==> config.mk <==
export PLATFORM = sky130hd
export DESIGN_NAME = button_event_decoder
export DESIGN_NICKNAME = d
export VERILOG_FILES = /design/src/rtl/button_event_decoder_pkg.sv /design/src/rtl/button_event_decoder_tick_timer.sv /design/src/rtl/button_event_decoder.sv
export SDC_FILE = /design/constraint.sdc
export NUM_CORES = 1
export LEC_CHECK = 0
export ABC_AREA = 1
export CELL_PAD_IN_SITES_DETAIL_PLACEMENT = 0
export CELL_PAD_IN_SITES_GLOBAL_PLACEMENT = 1
export CORE_MARGIN = 2
export CORE_UTILIZATION = 41
export CTS_CLUSTER_SIZE = 40
export DETAILED_ROUTE_END_ITERATION = 8
export GPL_TIMING_DRIVEN = 0
export PLACE_DENSITY = 0.77
export SLEW_MARGIN = 15
export SYNTH_ARGS = -nofsm -noshare
export SYNTH_HDL_FRONTEND = slang
export SYNTH_SLANG_ARGS = --single-unit
export TNS_END_PERCENT = 1
==> constraint.sdc <==
create_clock -name clk -period 1.9 [get_ports clk]
set_input_delay 0.19 -clock clk [delete_from_list [all_inputs] [get_ports clk]]
set_output_delay 0.19 -clock clk [all_outputs]
set_load 0.05 [all_outputs]
==> src/rtl/button_event_decoder_pkg.sv <==
// Shared UI timing constants and button gesture FSM encoding.
// Used by the debouncers, the event decoder and the menu logic.
package button_event_decoder_pkg;

  localparam int CLK_HZ = 50_000_000;

  localparam int LONG_TICKS_DEF     = CLK_HZ / 2;
  localparam int DCLICK_TICKS_DEF   = CLK_HZ / 4;
  localparam int REPEAT_TICKS_DEF   = CLK_HZ / 10;
  localparam int DEBOUNCE_TICKS_DEF = CLK_HZ / 100;
  localparam int CNT_W_DEF          = 25;

  localparam logic [2:0] ST_IDLE      = 3'd0;
  localparam logic [2:0] ST_PRESS1    = 3'd1;
  localparam logic [2:0] ST_WAIT2     = 3'd2;
  localparam logic [2:0] ST_PRESS2    = 3'd3;
  localparam logic [2:0] ST_LONG_HOLD = 3'd4;

  typedef enum logic [2:0] {
    IDLE      = ST_IDLE,
    PRESS1    = ST_PRESS1,
    WAIT2     = ST_WAIT2,
    PRESS2    = ST_PRESS2,
    LONG_HOLD = ST_LONG_HOLD
  } btn_state_t;

  function automatic int cnt_width(input int ticks);
    return $clog2(ticks + 1);
  endfunction

endpackage

==> src/rtl/button_event_decoder_tick_timer.sv <==
// Clearable up-counter with a terminal compare against a limit.
// One instance serves the long, double-click and repeat timeouts.
module button_event_decoder_tick_timer #(
  parameter int CNT_W = 25
) (
  input  logic             clk,
  input  logic             reset,
  input  logic             clr_i,
  input  logic             en_i,
  input  logic [CNT_W-1:0] limit_i,
  output logic             done_o
);

  logic [CNT_W-1:0] cnt_q;

  always_ff @(posedge clk or negedge reset) begin
    if (!reset) begin
      cnt_q <= '0;
    end else if (clr_i) begin
      cnt_q <= '0;
    end else if (en_i) begin
      cnt_q <= cnt_q + 1'b1;
    end
  end

  assign done_o = (cnt_q == limit_i);

endmodule

==> src/rtl/button_event_decoder.sv <==
// Turns a debounced button level into short, long, double-click
// and auto-repeat single-cycle event pulses.
module button_event_decoder
  import button_event_decoder_pkg::*;
#(
  parameter int LONG_TICKS   = LONG_TICKS_DEF,
  parameter int DCLICK_TICKS = DCLICK_TICKS_DEF,
  parameter int REPEAT_TICKS = REPEAT_TICKS_DEF,
  parameter int CNT_W        = CNT_W_DEF
) (
  input  logic       clk,
  input  logic       reset,
  input  logic       btn_level,
  input  logic       repeat_en,
  output logic       short_pulse,
  output logic       long_pulse,
  output logic       double_pulse,
  output logic       repeat_pulse,
  output logic       busy,
  output logic [2:0] state_o
);

  localparam logic [CNT_W-1:0] LONG_LIM =
    CNT_W'(LONG_TICKS - 1);
  localparam logic [CNT_W-1:0] DCLK_LIM =
    CNT_W'(DCLICK_TICKS - 1);
  localparam logic [CNT_W-1:0] REP_LIM =
    CNT_W'(REPEAT_TICKS - 1);

  btn_state_t state_q;
  logic btn_q;
  logic rise, fall;
  logic short_q, long_q, dbl_q, rep_q, busy_q;
  logic tmr_clr, tmr_done;
  logic [CNT_W-1:0] tmr_lim;

  // btn_q starts high so a button held through reset is ignored
  always_ff @(posedge clk or negedge reset) begin
    if (!reset) begin
      btn_q <= 1'b1;
    end else begin
      btn_q <= btn_level;
    end
  end

  assign rise = btn_level & ~btn_q;
  assign fall = ~btn_level & btn_q;

  always_comb begin
    tmr_lim = LONG_LIM;
    unique case (state_q)
      WAIT2:     tmr_lim = DCLK_LIM;
      LONG_HOLD: tmr_lim = REP_LIM;
      default:   tmr_lim = LONG_LIM;
    endcase
  end

  // Every edge or expiry is a transition or a repeat restart
  assign tmr_clr = (state_q == IDLE) | rise | fall
                 | tmr_done
                 | ((state_q == LONG_HOLD) & ~repeat_en);

  button_event_decoder_tick_timer #(
    .CNT_W (CNT_W)
  ) u_timer (
    .clk     (clk),
    .reset   (reset),
    .clr_i   (tmr_clr),
    .en_i    (1'b1),
    .limit_i (tmr_lim),
    .done_o  (tmr_done)
  );

  always_ff @(posedge clk or negedge reset) begin
    if (!reset) begin
      state_q <= IDLE;
      busy_q  <= 1'b0;
      short_q <= 1'b0;
      long_q  <= 1'b0;
      dbl_q   <= 1'b0;
      rep_q   <= 1'b0;
    end else begin
      short_q <= 1'b0;
      long_q  <= 1'b0;
      dbl_q   <= 1'b0;
      rep_q   <= 1'b0;
      unique case (state_q)
        IDLE: begin
          if (rise) begin
            state_q <= PRESS1;
            busy_q  <= 1'b1;
          end
        end
        PRESS1: begin
          if (fall) begin
            state_q <= WAIT2;
          end else if (tmr_done) begin
            state_q <= LONG_HOLD;
            long_q  <= 1'b1;
          end
        end
        WAIT2: begin
          if (rise) begin
            state_q <= PRESS2;
          end else if (tmr_done) begin
            state_q <= IDLE;
            busy_q  <= 1'b0;
            short_q <= 1'b1;
          end
        end
        PRESS2: begin
          if (fall) begin
            state_q <= IDLE;
            busy_q  <= 1'b0;
            dbl_q   <= 1'b1;
          end else if (tmr_done) begin
            state_q <= LONG_HOLD;
            long_q  <= 1'b1;
          end
        end
        LONG_HOLD: begin
          if (fall) begin
            state_q <= IDLE;
            busy_q  <= 1'b0;
          end else if (repeat_en && tmr_done) begin
            rep_q <= 1'b1;
          end
        end
        default: begin
          state_q <= IDLE;
          busy_q  <= 1'b0;
        end
      endcase
    end
  end

  assign short_pulse  = short_q;
  assign long_pulse   = long_q;
  assign double_pulse = dbl_q;
  assign repeat_pulse = rep_q;
  assign busy         = busy_q;
  assign state_o      = state_q;

endmodule
==> qor.csv, run 1 <==
stage;metric;value;unit
outcome;status;complete, no violations;
synth;count of cell types in the netlist;22;
setup_path;crit start category;flip-flop;
route;Avg WL per Cell;13.07;um
cells_and_area;multi-input logic area;1065;um2
run;max-cap check violation count;0;
die;Die Wd;74.81;um
sta;final hold violations;0;
sta;Setup Skew;3.719;ps
sta;Peak Freq;555.9;MHz
cells_and_area;share of layout cells above drive strength 1;10.68;%
sta;worst setup margin;101.2;ps
clock_network;CTS tree;built;
sta;max-slew violations;0;
route;drc violations;0;
route;routed vias;1838;
clock_network;clk sinks;34;
die;Ports;12;
setup_path;CP top delay family;buffers and inverters;
die;core area;4786;um2
synth;ys flop type;dfrtp_1;
synth;Synth area leader;dfrtp_1;
sta;Slew @ Worst Pin;497.5;ps
synth;Synth top area share;40.17;%
cells_and_area;Final nets;313;
setup_path;Worst Path Buf+Inv;1;
sta;max_slew headroom;66.73;%
synth;Post-Syn Nets;289;
die;Die Y;74.81;um
synth;most area-consuming cells after synthesis;dfrtp_1, nand2_1, nor2_1, inv_1, nand3_1;
synth;sequential element share of the synthesized area;41.45;%
synth;synth cell count leaders;nand2_1, nor2_1, dfrtp_1, inv_1, nand3_1;
placement;DP Worst Slack;-52.37;ps
synth;Post-synth EDFFs;0;
placement;placed cell count;363;
global_routing;first-pass GRT wire length;8038;um
die;Starting Density;42.95;%
setup_path;RR Startpoint;state_o[1];
route;Initial DRT Pass Iterations;4;
cells_and_area;area added between synthesis and finish;18.08;%
sta;setup violators final;0;
sta;Tcrit/Tclk final;94.67;%
synth;mapped cell area;2056;um2
setup_path;crit-path max cell delay;850;ps
min_path;hold_sp;btn_level;
clock_network;Clock transition at path regs;70;ps
cells_and_area;sequential cell area;852.1;um2
setup_path;cells along the critical path;clkdlybuf4s50_1;
setup_path;CP Class;reg -> out;
clock_network;Clk Tree Root Cell;clkbuf_8;
synth;cell with the most instances after synthesis;nand2_1;
synth;Synthesis Warnings;0;
placement;RD Place Congestion;0.8657;
setup_path;WP data arrival;1610;ps
setup_path;highest-delay cell along the critical path;clkdlybuf4s50_1;
route;Detailed Route WL;4914;um
clock_network;total CTS buffers;5;
setup_path;required time worst endpoint;1710;ps
min_path;Hold/Removal Path Class;in -> reg;
pwr;Leak;1.062;nW
synth;share of flip-flops with an asynchronous set or reset;100.0;%
global_routing;Tot GR Track Use;19.46;%
sta;RSZ-0062 raised after global routing;no;
synth;Avg Cell Area, Syn;7.238;um2
synth;register bit total from synthesis;34;
route;ANT nets after route;0;
setup_path;Setup crit start;state_o[2];
route;Iter 0 DRT Violations;188;
clock_network;CTS H-Tree Depth;2;
sta;post-layout min period;1799;ps
global_routing;GR Overflow Total;0;
cells_and_area;Fill cells;478;
pwr;worst vdd ir;0.3653;mV
die;row count;25;
placement;input/output buffers;11;
global_routing;vias in the first global route;1637;
die;Die Area;5597;um2
placement;post-DP HPWL;3804;um
global_routing;initial antenna violation count;0;
setup_path;critical path endpoint category;primary output;
global_routing;largest net degree at the start of global routing;19;
synth;Synth Instances;284;
cells_and_area;antenna diode count;0;
pwr;cell area power density;879.4;nW/um2
clock_network;clock latency at the later pin of the worst-skew pair;290;ps
setup_path;critical path peak fanout;7;
cells_and_area;non-filler cells, final;376;
route;vias per cell;4.888;
clock_network;clk buf depth;2;
[metal layers]
metal,GRT usage [%],vias to the layer above,routed length (um),part of all wire [%]
met5,0,-,0,0
met4,6.548,0,70,1.4
met3,4.016,6,200,4.1
met2,26.75,39,2018,41
met1,30.14,840,2624,53
li1,-,953,-,-
[where the power goes]
group / switching [W] / leakage (nW) / internal [W] / total (W)
registers: 0.0000592 / 0.466 / 0.000777 / 0.000836
clock network: 0.000253 / 0.0395 / 0.000260 / 0.000513
logic: 0.000499 / 0.557 / 0.000286 / 0.000785
[area by class of cell]
cell class | count | area share (%)
well taps | 67 | 3.454
repair buffers | 17 | 7.216
plain buffers | 4 | 1.340
flip-flops and latches | 34 | 35.10
clock buffers | 8 | 3.299
multi-input cells | 209 | 43.87
inverters | 37 | 5.722
[flip-flops by register name, indices dropped and copies added, names as in the netlist]
name           flops
short_pulse        1
repeat_pulse       1
state_o            3
busy               1
long_pulse         1
u_timer.cnt_q     25
btn_q              1
double_pulse       1
[worst paths after layout]
kind | end | slack, ps | depth (start not counted)
max in group asynchronous | btn_q | 1000 | 3
worst max-delay path | state_o[2] | 100 | 1
worst max register to register | u_timer.cnt_q[9] | 120 | 10
worst min register to register | busy | 480 | 2
min in group asynchronous | u_timer.cnt_q[3] | 380 | 2
worst min-delay path | btn_q | 340 | 1
[cells by family after synthesis]
group	Yosys count	synth area share [%]
AND/OR/NAND/NOR	182	39.99
AO/OA/AOI/OAI	8	1.947
XOR/XNOR	18	7.669
buffers and inverters	41	8.338
flip-flops	34	41.45
adder cells (fa/ha/maj)	1	0.6085
[cell usage in the layout (no fill, tap or decap), drive strengths merged]
master	count
nand2	70
nor2	58
inv	37
dfrtp	33
nand3	25
nand4	15
nor3	12
xor2	11
buf	10
clkdlybuf4s50	9
clkbuf	8
xnor2	7
o21ai	5
a21oi	3
nor4	2
ha	1
dfstp	1
dlygate4sd3	1
dlymetal6s2s	1
[stage by stage]
stage	utilization, %	hold WS (ps)	power [W]	TNS, ps	area [um2]
4_1_cts	49.62	332.5	0.002106	0	2375
2_1_floorplan	-	-105.6	0.001364	0	2056
5_1_grt	50.72	348.9	0.002278	0	2427
6_report	50.72	335.6	0.002135	0	2427
3_5_place_dp	47.48	162.7	0.001567	-763.7	2272
3_3_place_gp	47.01	463.1	0.001568	-5440	2250
[what timing repair did]
item	CTS	global route
hold endpoints to repair	16	0
hold buffers	1	0
setup endpoints to repair	20	23
setup buffers	1	3
gates resized for setup	2	6
Power figures use the tool's default switching activity.
==> run 2, diff against run 1 <==
--- a/config.mk
+++ b/config.mk
@@ -10,6 +10,7 @@
 export CELL_PAD_IN_SITES_GLOBAL_PLACEMENT = 1
 export CORE_MARGIN = 2
 export CORE_UTILIZATION = 41
+export CTS_CLUSTER_DIAMETER = 150
 export CTS_CLUSTER_SIZE = 40
 export DETAILED_ROUTE_END_ITERATION = 8
 export GPL_TIMING_DRIVEN = 0
==> results of run 2 <==
The final DEF is identical to that of run 1; final timing and power are the same.
